`src/rtl/alsu_req_scheduler.sv`:
```
// Round-robin arbiter that screens commands from two requesters, issues legal ones to a
// shared ALSU, waits its fixed latency and returns the result over a valid/ready channel.
module alsu_req_scheduler #(
    parameter int ALSU_LAT = 2,
    parameter int CNT_W    = 8
) (
    input  logic                clk,
    input  logic                rst,
    input  logic                req0_valid,
    output logic                req0_ready,
    input  logic [15:0]         req0_cmd,
    input  logic                req1_valid,
    output logic                req1_ready,
    input  logic [15:0]         req1_cmd,
    output logic [15:0]         alsu_cmd,
    input  logic signed [5:0]   alsu_out,
    output logic                rsp_valid,
    input  logic                rsp_ready,
    output logic                rsp_id,
    output logic signed [5:0]   rsp_out,
    output logic                rsp_err,
    output logic                busy,
    output logic [CNT_W-1:0]    ops_cnt,
    output logic [CNT_W-1:0]    err_cnt
);

    localparam int WCW = (ALSU_LAT > 1) ? $clog2(ALSU_LAT) : 1;

    typedef enum logic [1:0] {IDLE, ISSUE, WAIT, RESP} state_t;

    state_t                 state_q, state_d;
    logic [15:0]            cmd_q, cmd_d;
    logic                   last_grant_q, last_grant_d;
    logic                   rsp_id_q, rsp_id_d;
    logic signed [5:0]      rsp_out_q, rsp_out_d;
    logic                   rsp_err_q, rsp_err_d;
    logic                   rsp_valid_q, rsp_valid_d;
    logic [WCW-1:0]         wait_cnt_q, wait_cnt_d;
    logic [CNT_W-1:0]       ops_cnt_q, ops_cnt_d;
    logic [CNT_W-1:0]       err_cnt_q, err_cnt_d;

    logic                   winner;
    logic [15:0]            win_cmd;

    function automatic logic [CNT_W-1:0] sat_inc(input logic [CNT_W-1:0] v);
        return (&v) ? v : v + CNT_W'(1);
    endfunction

    // Reduction flags only make sense for OR/XOR; opcodes 6 and 7 are undefined.
    function automatic logic cmd_legal(input logic [15:0] c);
        logic [2:0] op;
        op = c[15:13];
        if (op == 3'd6 || op == 3'd7) return 1'b0;
        if ((c[3] | c[2]) && op > 3'd1) return 1'b0;
        return 1'b1;
    endfunction

    // Both valid: the requester that did not win last time goes next.
    assign winner  = (req0_valid && req1_valid) ? ~last_grant_q : req1_valid;
    assign win_cmd = winner ? req1_cmd : req0_cmd;

    always_comb begin
        state_d      = state_q;
        cmd_d        = cmd_q;
        last_grant_d = last_grant_q;
        rsp_id_d     = rsp_id_q;
        rsp_out_d    = rsp_out_q;
        rsp_err_d    = rsp_err_q;
        rsp_valid_d  = rsp_valid_q;
        wait_cnt_d   = wait_cnt_q;
        ops_cnt_d    = ops_cnt_q;
        err_cnt_d    = err_cnt_q;
        req0_ready   = 1'b0;
        req1_ready   = 1'b0;
        alsu_cmd     = 16'd0;

        case (state_q)
            IDLE: begin
                if (req0_valid || req1_valid) begin
                    req0_ready   = ~winner;
                    req1_ready   = winner;
                    cmd_d        = win_cmd;
                    last_grant_d = winner;
                    rsp_id_d     = winner;
                    if (cmd_legal(win_cmd)) begin
                        state_d = ISSUE;
                    end else begin
                        state_d     = RESP;
                        err_cnt_d   = sat_inc(err_cnt_q);
                        rsp_err_d   = 1'b1;
                        rsp_out_d   = 6'sd0;
                        rsp_valid_d = 1'b1;
                    end
                end
            end
            ISSUE: begin
                alsu_cmd   = cmd_q;
                ops_cnt_d  = sat_inc(ops_cnt_q);
                wait_cnt_d = '0;
                state_d    = WAIT;
            end
            WAIT: begin
                if (wait_cnt_q == WCW'(ALSU_LAT - 1)) begin
                    rsp_out_d   = alsu_out;
                    rsp_err_d   = 1'b0;
                    rsp_valid_d = 1'b1;
                    state_d     = RESP;
                end else begin
                    wait_cnt_d = wait_cnt_q + WCW'(1);
                end
            end
            RESP: begin
                if (rsp_ready) begin
                    rsp_valid_d = 1'b0;
                    state_d     = IDLE;
                end
            end
            default: state_d = IDLE;
        endcase
    end

    always_ff @(posedge clk or posedge rst) begin
        if (rst) begin
            state_q      <= IDLE;
            cmd_q        <= 16'd0;
            last_grant_q <= 1'b1;
            rsp_id_q     <= 1'b0;
            rsp_out_q    <= 6'sd0;
            rsp_err_q    <= 1'b0;
            rsp_valid_q  <= 1'b0;
            wait_cnt_q   <= '0;
            ops_cnt_q    <= '0;
            err_cnt_q    <= '0;
        end else begin
            state_q      <= state_d;
            cmd_q        <= cmd_d;
            last_grant_q <= last_grant_d;
            rsp_id_q     <= rsp_id_d;
            rsp_out_q    <= rsp_out_d;
            rsp_err_q    <= rsp_err_d;
            rsp_valid_q  <= rsp_valid_d;
            wait_cnt_q   <= wait_cnt_d;
            ops_cnt_q    <= ops_cnt_d;
            err_cnt_q    <= err_cnt_d;
        end
    end

    assign rsp_valid = rsp_valid_q;
    assign rsp_id    = rsp_id_q;
    assign rsp_out   = rsp_out_q;
    assign rsp_err   = rsp_err_q;
    assign busy      = (state_q != IDLE);
    assign ops_cnt   = ops_cnt_q;
    assign err_cnt   = err_cnt_q;

endmodule

```
`config.mk`:
```
export PLATFORM = sky130hd
export DESIGN_NAME = alsu_req_scheduler
export DESIGN_NICKNAME = d
export VERILOG_FILES = /design/src/rtl/alsu_req_scheduler.sv
export SDC_FILE = /design/constraint.sdc
export NUM_CORES = 1
export LEC_CHECK = 0
export BUFFER_PORTS_ARGS = -buffer_cell sky130_fd_sc_hd__buf_2
export CORE_MARGIN = 8
export CORE_UTILIZATION = 53
export CTS_CLUSTER_SIZE = 12
export DETAILED_ROUTE_END_ITERATION = 10
export MAX_ROUTING_LAYER = met4
export PLACE_DENSITY = 0.93
export SYNTH_ARGS = -nofsm -noshare
export SYNTH_HDL_FRONTEND = slang
export SYNTH_SLANG_ARGS = --single-unit
```
`constraint.sdc`:
```
create_clock -name clk -period 2.7 [get_ports clk]
set_input_delay 0.27 -clock clk [delete_from_list [all_inputs] [get_ports clk]]
set_output_delay 0.27 -clock clk [all_outputs]
set_load 0.05 [all_outputs]
```
# Word level (Yosys, flattened, before mapping)
# Index checks and enable logic that the tools add are counted.
totals:
  regBits: 45
  elab_cells: 84
classes:
  add_sub_neg: 3
  magnitude_cmp: 1
  n_eq_ne: 9
  muxes: 38
  bitwise_logic: 6
  reduce_logical: 17
op_table:
  columns: ["cell", "count"]
  rows:
  - ["2-to-1 mux 16 bit", 2]
  - ["2-to-1 mux 1 bit", 24]
  - ["2-to-1 mux 6 bit", 3]
  - ["adder 8 x 1 -> 8 bit, second input constant", 2]
  - ["AND reduction 8 bit", 2]
  - ["case mux 6 bit (2 select lines)", 1]
  - ["2-to-1 mux 2 bit", 4]
  - ["inequality test 2 bit, second input constant", 4]
  - ["case mux 2 bit (4 select lines)", 1]
  - ["AND reduction 4 bit", 2]
  - ["== test 3 bit, second input constant", 2]
  - ["nonzero test 2 bit", 3]
  - ["NOT 1 bit", 5]
  - ["AND reduction 5 bit", 1]
  - ["== test 2 bit, second input constant", 2]
  - ["case mux 1 bit (2 select lines)", 2]
  - ["AND reduction 2 bit", 2]
  - ["greater-than comparator 3 x 1 -> 1 bit, second input constant", 1]
  - ["case mux 1 bit (3 select lines)", 1]
  - ["AND reduction 3 bit", 1]
  - ["nonzero test 3 bit", 1]
  - ["== test 2 x 1 -> 1 bit, second input constant", 1]
  - ["logical AND 1 bit", 2]
  - ["logical NOT 2 bit", 1]
  - ["3 further kinds", 4]

# Longest topological paths before layout
depth:
  word_depth: 18
  depth_mapped: 8
  mapped_depth_nobuf: 7

# Worst setup path before layout
# No wires, ideal clock.
synth_timing:
  path_type: "register -> register"
  start: "register state_q[0]"
  end: "register cmd_q[1]"
  setup_time_ps: 70
  arrival_time_ps: 2075
  t_required_ps: 2630
  slack_ps: 555
  stages_incl_launch_ff: 9
  path_cell_list: "dfrtp_1 > inv_1 > ha_1 > buf_2 > o21ai_1 > clkbuf_1 > nor2_1 > a22oi_1 > nand2_1"
synth_between:
  elab_chain_cells: 2
synth_lines:
  columns: ["element", "line", "text"]
  rows:
  - ["start, declared", "31", "state_t state_q, state_d;"]
  - ["start signal, assigned", "135", "state_q <= state_d;"]
  - ["logical NOT 2 bit", "77", "case (state_q)"]
  - ["AND reduction 2 bit (no line)", null, null]
  - ["end signal, assigned", "136", "cmd_q <= cmd_d;"]
  - ["end, declared", "32", "logic [15:0] cmd_q, cmd_d;"]
# Every way passes these cells.
# A chain may end at the register's enable or synchronous reset.

# Worst setup path in the final report
layout_timing:
  start: "register state_q[0]"
  end: "output req0_ready"
layout_between:
  elab_chain_cells: 2
layout_lines:
  columns: ["element", "line", "text"]
  rows:
  - ["logical NOT 2 bit", "77", null]
  - ["2-to-1 mux 1 bit", "77", null]
  - ["end, declared", "10", "output logic req0_ready,"]
# Every way passes these cells.

==> impl_metrics.csv <==
group,metric,value,unit
sta,final.setup.tns,0,ns
clocking,cts-resized-gates,0,
place,detailed_place_hpwl,4040,µm
pwr,comb_power_share,0.555,
global_routing,grt_pass1_wl,8430,µm
place,io_buffers,86,
logic_synthesis,ys.flop_type,"dfrtp_1",
sta,finClkSkew,0.00405,ns
routing,wl_per_cell,14.7,µm
logic_synthesis,async_flop_share,1.00,
floorplanning,coreArea,0.00426,mm²
global_routing,grt_usage,0.166,
routing,wl,5270,µm
final_layout,diodes,0,
sta,rsz0062_at_grt,"false",
setup_path,r2r_end,"rsp_valid$_DFFE_PP0P_",
routing,num_vias,1859,
setup_path,crit_type,"reg -> out",
final_layout,layout.nets,355,
routing,drt_iter0_markers,106,
floorplanning,ios,87,
final_layout,areaGrowthSynthToFinish,24.2,%
final_layout,final_common_cell,"buf_2",
pwr,internal_power,1.74,mW
place,dpl_cell_area,0.00275,mm²
sta,drv_slew,0,
pwr,ir_drop,769,µV
floorplanning,start_util,0.537,
pwr,clkPwrFrac,0.119,
logic_synthesis,avgSynthCellArea,10.4,µm²
sta,tightest_slew,0.949,ns
setup_path,rrSetupSlack,0.73,ns
sta,finalCriticalPeriod,2.15,ns
routing,drt_drc_violations_left,0,
global_routing,grt_overflow,0,
place,gp_congestion,0.811,
sta,setup_viol,0,
logic_synthesis,synth-edff-count,0,
min_path,hp-class,"in -> async",
logic_synthesis,ys_seq_area_frac,0.493,
clocking,cts-root-buf,"clkbuf_8",
clocking,numClockSinks,45,
floorplanning,die_w,81.7,µm
floorplanning,rows,24,
logic_synthesis,syn_area,0.00229,mm²
logic_synthesis,ys_ff_latch,45,
status,outcome,"finished, final reports clean",
logic_synthesis,yosys_warnings,0,
final_layout,fill_cells,350,
routing,firstDrtPassIters,4,
clocking,cts_tree,"done",
final_layout,layout-drive-gt1-share,0.346,
pwr,sequentialPowerShare,0.326,
logic_synthesis,synth_cell_type_count,43,
global_routing,antenna_found_initial,0,
clocking,ctsHoldBuffers,0,
clocking,insertion_delay,0.29,ns
global_routing,grt_max_degree,46,
floorplanning,die-area,0.00668,mm²
final_layout,final_area,0.00284,mm²
setup_path,crit_arrival,1.88,ns
setup_path,crit_path_start_kind,"flip-flop",
floorplanning,fp.dieH,81.7,µm
pwr,powerDensity,1240,mW/mm²
sta,hold_viol_final,0,
clocking,post-cts-setup-buffers,0,
flow_run,maxCapViolCount,0,
clocking,h-tree-depth,2,
global_routing,grt_pass1_vias,1870,
pwr,p_total,3.51,mW
sta,slew_headroom,0.366,
pwr,leakage,1.54,nW
setup_path,cp_data_required_time,2.43,ns
clocking,clkSlewWorstSetupHoldPaths,0.08,ns
logic_synthesis,synth_fp_nets,269,
sta,period_share,0.795,
clocking,cts_buffers,5,
clocking,clock_path_buffers,2,
routing,vias_per_cell,5.19,
setup_path,cp-startpoint,"state_q[0]$_DFFE_PP0P_",
pwr,p_sw_frac,0.504,
setup_path,end_kind,"primary output",
setup_path,r2r_start,"state_q[0]$_DFFE_PP0P_",
routing,ant_nets,0,
pwr,p_sw,1.77,mW
setup_path,path_max_fanout,10,
sta,max_freq,466,MHz
logic_synthesis,synth_cells,219,
final_layout,final_cell_mix,"buf_2 (86), dfrtp_1 (44), nand2_1 (32), and2_1 (17), o21ai_0 (17)",
setup_path,worstRegToRegCells,7,
per-stage QoR:
| step | cells | setup slack [ns] | utilization | hold WS, ns |
|---|---|---|---|---|
| after floorplan | 219 | 0.555 | - | 0.405 |
| after global placement | 350 | 0.845 | 0.645 | 0.444 |
| after detailed placement | 350 | 0.736 | 0.645 | 0.449 |
| after CTS | 358 | 0.523 | 0.666 | 0.189 |
| after global routing | 358 | 0.359 | 0.666 | 0.188 |
| final | 358 | 0.555 | 0.666 | 0.183 |
area by class of cell:
class                           instances  area [µm²]  share of cell area
Multi-Input combinational cell        156        1080               0.380
Sequential cell                        45        1130               0.397
Tap cell                               52        65.1              0.0229
Timing Repair Buffer                   88         445               0.157
Clock buffer                            8        90.1              0.0317
Inverter                                9        33.8              0.0119
registers in the layout (all words and copies together), names as in the netlist:
name          cells
ops_cnt           8
err_cnt           8
rsp_id            1
rsp_valid         1
rsp_out           6
rsp_err           1
cmd_q            16
last_grant_q      1
state_q           2
wait_cnt_q        1
cells by family (layout without fill, tap and decap cells):
kind of cell	count (synthesis)	count (layout)	share of synthesized area
compound gates	42	42	0.130
xor+xnor	13	13	0.0498
fa+ha+maj	7	7	0.0383
buf+inv	18	105	0.0372
flops	45	45	0.493
mux	19	19	0.0853
simple gates	75	75	0.167
synth_stat cells, drive strengths merged (5+ instances only):
library cell | instances | share of area
inv | 9 | 0.015
xor2 | 9 | 0.034
dfrtp | 44 | 0.48
a22o | 6 | 0.023
mux2i | 15 | 0.066
ha | 7 | 0.038
nand2 | 33 | 0.057
and2 | 17 | 0.046
nor2 | 6 | 0.0098
buf | 5 | 0.016
o21ai | 18 | 0.039
critical path, stage by stage (launching register included):
cell and delay (ns):
dfrtp_1 0.41, inv_1 0.13, ha_1 0.35, o21ai_2 0.20, nor2_1 0.20, buf_2 0.29
worst max path at each step:
| stage | to | slack, ns | cells past startpoint |
|---|---|---|---|
| 4_1_cts | req0_ready | 0.52 | 5 |
| 3_3_place_gp | err_cnt[1]$_DFFE_PP0P_ | 0.85 | 5 |
| 2_1_floorplan | cmd_q[1]$_DFFE_PP0P_ | 0.55 | 8 |
| 3_5_place_dp | rsp_valid$_DFFE_PP0P_ | 0.74 | 7 |
| 5_1_grt | req0_ready | 0.36 | 5 |
| 6_report | req0_ready | 0.55 | 5 |
routing by layer:
| layer | vias up | track usage | wire length, µm |
|---|---|---|---|
| met4 | 0 | 0.0579 | 100 |
| met3 | 9 | 0.0525 | 440 |
| met1 | 866 | 0.186 | 2090 |
| li1 | 927 | - | - |
| met5 | - | - | 0 |
| met2 | 57 | 0.274 | 2630 |
power by group through the flow:
stage / sequential, mW / clock, mW / combinational, mW
4_1_cts: 1.15 / 0.430 / 1.97
2_1_floorplan: 1.57 / 0 / 1.10
6_report: 1.14 / 0.418 / 1.95
5_1_grt: 1.18 / 0.463 / 2.12
3_3_place_gp: 1.14 / 0 / 1.91
3_5_place_dp: 1.16 / 0 / 1.96
No activity file was read; power rests on OpenSTA's default activity.
